===== config.mk =====
export PLATFORM = sky130hd
export DESIGN_NAME = alu_mul_sequencer
export DESIGN_NICKNAME = d
export VERILOG_FILES = /design/src/rtl/alu_mul_sequencer.sv
export SDC_FILE = /design/constraint.sdc
export NUM_CORES = 1
export LEC_CHECK = 0
export CAP_MARGIN = 20
export CORE_MARGIN = 4
export CORE_UTILIZATION = 50
export CTS_CLUSTER_DIAMETER = 40
export DETAILED_ROUTE_END_ITERATION = 12
export GPL_TIMING_DRIVEN = 0
export PLACE_DENSITY = 0.84
export SLEW_MARGIN = 40
export SYNTH_ARGS = -nofsm -noshare
export SYNTH_HDL_FRONTEND = slang
export SYNTH_SLANG_ARGS = --single-unit

===== constraint.sdc =====
create_clock -name clk -period 4.4 [get_ports clk]
set_input_delay 0.66 -clock clk [delete_from_list [all_inputs] [get_ports clk]]
set_output_delay 0.66 -clock clk [all_outputs]
set_load 0.05 [all_outputs]

===== src/rtl/alu_mul_sequencer.sv =====
// Shift-and-add multiply sequencer: drives the shared ALU with add operations
// until the low width bits of op_a*op_b are accumulated, then pulses done.
module alu_mul_sequencer #(
    parameter int width = 32,
    parameter int CNT_W = 6
) (
    input  logic             clk,
    input  logic             reset_n,
    input  logic             start,
    input  logic [width-1:0] op_a,
    input  logic [width-1:0] op_b,
    output logic             busy,
    output logic             done,
    output logic [width-1:0] result,
    output logic [2:0]       alu_sel,
    output logic [width-1:0] alu_op1,
    output logic [width-1:0] alu_op2,
    input  logic [width-1:0] alu_result
);

    typedef enum logic [1:0] {
        IDLE,
        RUN,
        DONE
    } state_e;

    localparam logic [2:0] ALU_ADD  = 3'b010;
    localparam logic [2:0] ALU_NONE = 3'b000;

    state_e           state_q, state_d;
    logic             busy_q, busy_d;
    logic             done_q, done_d;
    logic [width-1:0] result_q, result_d;
    logic [width-1:0] p_q, p_d;
    logic [width-1:0] m_q, m_d;
    logic [width-1:0] q_q, q_d;
    logic [CNT_W-1:0] cnt_q, cnt_d;
    logic [width-1:0] p_step;

    always_ff @(posedge clk) begin
        if (!reset_n) begin
            state_q  <= IDLE;
            busy_q   <= 1'b0;
            done_q   <= 1'b0;
            result_q <= '0;
            p_q      <= '0;
            m_q      <= '0;
            q_q      <= '0;
            cnt_q    <= '0;
        end else begin
            state_q  <= state_d;
            busy_q   <= busy_d;
            done_q   <= done_d;
            result_q <= result_d;
            p_q      <= p_d;
            m_q      <= m_d;
            q_q      <= q_d;
            cnt_q    <= cnt_d;
        end
    end

    // Accumulator value after this RUN cycle; also what result captures on exit.
    assign p_step = q_q[0] ? alu_result : p_q;

    always_comb begin
        state_d  = state_q;
        result_d = result_q;
        p_d      = p_q;
        m_d      = m_q;
        q_d      = q_q;
        cnt_d    = cnt_q;

        case (state_q)
            IDLE: begin
                if (start) begin
                    p_d = '0;
                    if (op_b != '0) begin
                        m_d     = op_a;
                        q_d     = op_b;
                        cnt_d   = '0;
                        state_d = RUN;
                    end else begin
                        result_d = '0;
                        state_d  = DONE;
                    end
                end
            end
            RUN: begin
                p_d   = p_step;
                m_d   = m_q << 1;
                q_d   = q_q >> 1;
                cnt_d = cnt_q + CNT_W'(1);
                if (((q_q >> 1) == '0) || (cnt_q == CNT_W'(width - 1))) begin
                    result_d = p_step;
                    state_d  = DONE;
                end
            end
            DONE: begin
                state_d = IDLE;
            end
            default: begin
                state_d = IDLE;
            end
        endcase

        busy_d = (state_d != IDLE);
        done_d = (state_d == DONE);
    end

    always_comb begin
        alu_sel = ALU_NONE;
        alu_op1 = '0;
        alu_op2 = '0;
        if (state_q == RUN) begin
            alu_sel = ALU_ADD;
            alu_op1 = p_q;
            alu_op2 = m_q;
        end
    end

    assign busy   = busy_q;
    assign done   = done_q;
    assign result = result_q;

endmodule


==> flow_metrics.tcl <==
set metrics [dict create \
    run_status "finished, final reports clean" \
    postRouteWirelength_um 20260 \
    first_pass_iters 5 \
    comb_power_share_pct 19.0 \
    fin_setup_tns_ns 0 \
    cellInternalPower_uw 2413 \
    netlist_instances 792 \
    p_seq_share_pct 41.1 \
    slew_headroom_pct 54.45 \
    area_overhead_of_the_layout_relative_to_synthesis_pct 39.60 \
    swShare_pct 27.48 \
    critical_path.startpoint_type "flop" \
    synth_top_cell_by_area "sky130_fd_sc_hd__dfxtp_1" \
    worstSetupPathType "flop to output port" \
    synthFlopType "sky130_fd_sc_hd__dfxtp_1" \
    layout_min_cycle_time_ns 3.834 \
    top_cells_by_count_synth "sky130_fd_sc_hd__dfxtp_1 (138), sky130_fd_sc_hd__nand2_1 (131), sky130_fd_sc_hd__and2_1 (65)" \
    post-cts-setup-buffer-count 0 \
    cts-root-buf "sky130_fd_sc_hd__clkbuf_16" \
    cp_cell_sequence "buf_2, nand2b_1, inv_1, clkbuf_1, clkbuf_1, and2_1, clkdlybuf4s50_1" \
    antennaDiodeCount 0 \
    crit_fanout 10 \
    cts_num_sinks 138 \
    grt_resource_usage_total_pct 25.14 \
    drt_drc_violations_left 0 \
    ir_worst_vdd_uv 228.6 \
    synth_most_common_cell "sky130_fd_sc_hd__dfxtp_1" \
    ys_types 39 \
    numCtsBuffers 17 \
    critical_path.slowest_cell "sky130_fd_sc_hd__clkdlybuf4s50_1" \
    top_layer "met4" \
    detailed_placer_s_ending_hpwl_um 15050 \
    die_area_sq_um 15740 \
    required_time_of_the_critical_path_ns 3.74 \
    synthesis.area_sq_um 6897 \
    synth_top_area_share_pct 40.06 \
    ff_latch_area_sq_um 2763 \
    numPortBuffers 196 \
    post_cts.resized_instances 0 \
    rsz0062_at_grt "false" \
    final-max-slew-violation-count 0 \
    syn_area_per_cell_sq_um 8.708 \
    pwr_density_cell_nw_per_um2 345.6 \
    grt_pass1_wl_um 32700 \
    crit_family "buffers and inverters" \
    post_cts_hold_buffer_count 0 \
    achievable-frequency_mhz 260.8 \
    first_iter_violations 511 \
    synth_enable_flop_cells 0 \
    hold_slack_ns 0.4601 \
    n_fill_cell 1066 \
    synthArstFlopShare_pct 0 \
    initial_utilization_pct 51.47 \
    setup_violations 0 \
    setup.worst_path.end_class "output port" \
    clock_tree.buffer_depth 2 \
    grt_antenna_before_repair 0 \
    boundaryPins 200 \
    skew_ns 0.007457 \
    fp.coreArea_sq_um 13400 \
    grt_remaining_overflow 0 \
    timing.hold.worst.class "flop to flop" \
    drive_gt1_share_pct 8.832 \
    timing.critical_path.buf_inv 5 \
    synthesis.yosys.warnings 0 \
    h-tree-depth 4 \
    globalplace.congestion 0.8160 \
    total_of_flip_flops_plus_latches_after_synthesis 138 \
    worst-slew-pin-transition_ns 0.6833 \
    rr_worst_depth 6 \
    fp-row-count 42 \
    drv.max_cap_violation_count 0 \
    nets 1108 \
    synth_sequential_area_ratio_pct 40.06 \
    detailroute.wirelength.met3_um 1194 \
    synth_area_leaders "sky130_fd_sc_hd__dfxtp_1 (40%), sky130_fd_sc_hd__mux2i_1 (9.1%), sky130_fd_sc_hd__nand2_1 (7.1%)" \
    wl_met2_um 9985 \
    finalHoldViolCount 0 \
    die_width_um 125.4 \
    min_delay_path_depth 1 \
    crit_path_frequent_cell "sky130_fd_sc_hd__clkbuf_1" \
    p_sw_uw 914.4 \
    route.detailed.vias_per_inst 5.627 \
    floorplan.die.height_um 125.4 \
    vias 6724 \
    multi_input_comb_area_sq_um 3705 \
    path_depth 7 \
    timing.final.crit_share_pct 87.13 \
    grt_max_degree 17 \
    met1_length_um 8660 \
    detail-route-antenna-nets 0 \
    clk-insertion-delay-late_ns 0.42 \
    path_clk_slew_ns 0.06 \
    cts_tree "done" \
    critPathArrivalTime_ns 3.17 \
    post_drt_wl_per_cell_um 16.96 \
    leakagePower_uw 0.003394 \
    clock_power_share_pct 39.9 \
    first_global_vias 6598 \
    cpPeakStageDelay_ns 0.80 \
]
per-stage QoR:
stage | setup WS [ns] | std cells | instance area (sq um) | power, uW | utilization (%)
floorplan | 1.977 | 793 | 6900 | 1785 | -
global route | 0.3645 | 1195 | 9628 | 3444 | 71.85
global placement | 1.036 | 1165 | 9082 | 2011 | 67.78
CTS | 0.5024 | 1195 | 9628 | 3334 | 71.85
detailed placement | 0.9937 | 1165 | 9082 | 2023 | 67.78
finish | 0.5664 | 1195 | 9628 | 3327 | 71.85
cell families after synthesis:
family | Yosys count | share of synthesized area (%)
and+or+nand+nor | 293 | 20.52
AOI/OAI and AO/OA | 181 | 18.70
DFF | 138 | 40.06
muxes | 94 | 14.21
buffers and inverters | 84 | 6.277
adders and majority gates | 1 | 0.1814
other | 1 | 0.05437
path summary, 6_finish.rpt:
check        slack, ns          end        from
min reg2reg       0.46     cnt_q[5]    cnt_q[5]
max reg2reg       2.20   result[11]     q_q[15]
max               0.57  alu_op1[18]  state_q[0]
min               0.46     cnt_q[5]    cnt_q[5]
worst register-to-register path, delay by kind of cell, from the launching register on:
| family | cells | cell delay (ns) |
|---|---|---|
| AOI/OAI and AO/OA | 3 | 0.96 |
| and+or+nand+nor | 2 | 0.56 |
| DFF | 1 | 0.34 |
| buffers and inverters | 1 | 0.22 |
power by group through the flow:
| stage | logic [uW] | clock network [uW] | registers, uW |
|---|---|---|---|
| final | 633 | 1330 | 1370 |
| after floorplan | 397 | 0 | 1390 |
| after detailed placement | 631 | 0 | 1390 |
| after global routing | 685 | 1380 | 1380 |
| after global placement | 621 | 0 | 1390 |
| after CTS | 635 | 1330 | 1370 |
per-layer routing:
layer | global-route usage [%] | up-vias
li1 | - | 3270
met2 | 43.55 | 235
met4 | 9.311 | 0
met3 | 5.203 | 33
met5 | 0 | -
met1 | 30.79 | 3186
state kept, by name (all words and copies together), names as in the netlist:
signal	count
state_q	2
result	32
q_q	32
m_q	32
p_q	32
busy	1
cnt_q	6
done	1
placed cells by master (no fill, tap or decap), types with 4 or more instances in the layout:
| master | Yosys | layout |
|---|---|---|
| sky130_fd_sc_hd__a21oi_1 | 37 | 37 |
| sky130_fd_sc_hd__o21ai_1 | 4 | 4 |
| sky130_fd_sc_hd__and2_1 | 65 | 65 |
| sky130_fd_sc_hd__nor2b_1 | 32 | 32 |
| sky130_fd_sc_hd__buf_6 | 12 | 12 |
| sky130_fd_sc_hd__clkbuf_16 | 0 | 17 |
| sky130_fd_sc_hd__mux2_2 | 31 | 31 |
| sky130_fd_sc_hd__mux2i_1 | 63 | 63 |
| sky130_fd_sc_hd__buf_2 | 13 | 13 |
| sky130_fd_sc_hd__a22oi_1 | 31 | 31 |
| sky130_fd_sc_hd__o311ai_0 | 26 | 26 |
| sky130_fd_sc_hd__o311ai_1 | 6 | 6 |
| sky130_fd_sc_hd__nor2_1 | 37 | 37 |
| sky130_fd_sc_hd__nand2_1 | 131 | 131 |
| sky130_fd_sc_hd__o21ai_0 | 31 | 31 |
| sky130_fd_sc_hd__clkbuf_8 | 0 | 7 |
| sky130_fd_sc_hd__clkdlybuf4s50_1 | 0 | 196 |
| sky130_fd_sc_hd__clkbuf_1 | 50 | 55 |
| sky130_fd_sc_hd__dfxtp_1 | 138 | 138 |
| sky130_fd_sc_hd__o41ai_1 | 32 | 32 |
| sky130_fd_sc_hd__nor4_1 | 15 | 15 |
area by class of cell:
cell class	instances	share of cell area, %
Inverter	3	0.1170
Tap cell	176	2.287
Clock buffer	29	5.614
Buffer	81	4.379
Clock inverter	1	0.05198
Sequential cell	138	28.69
Timing Repair Buffer	196	20.38
Multi-Input combinational cell	571	38.48
No activity file was read; power rests on OpenSTA's default activity.
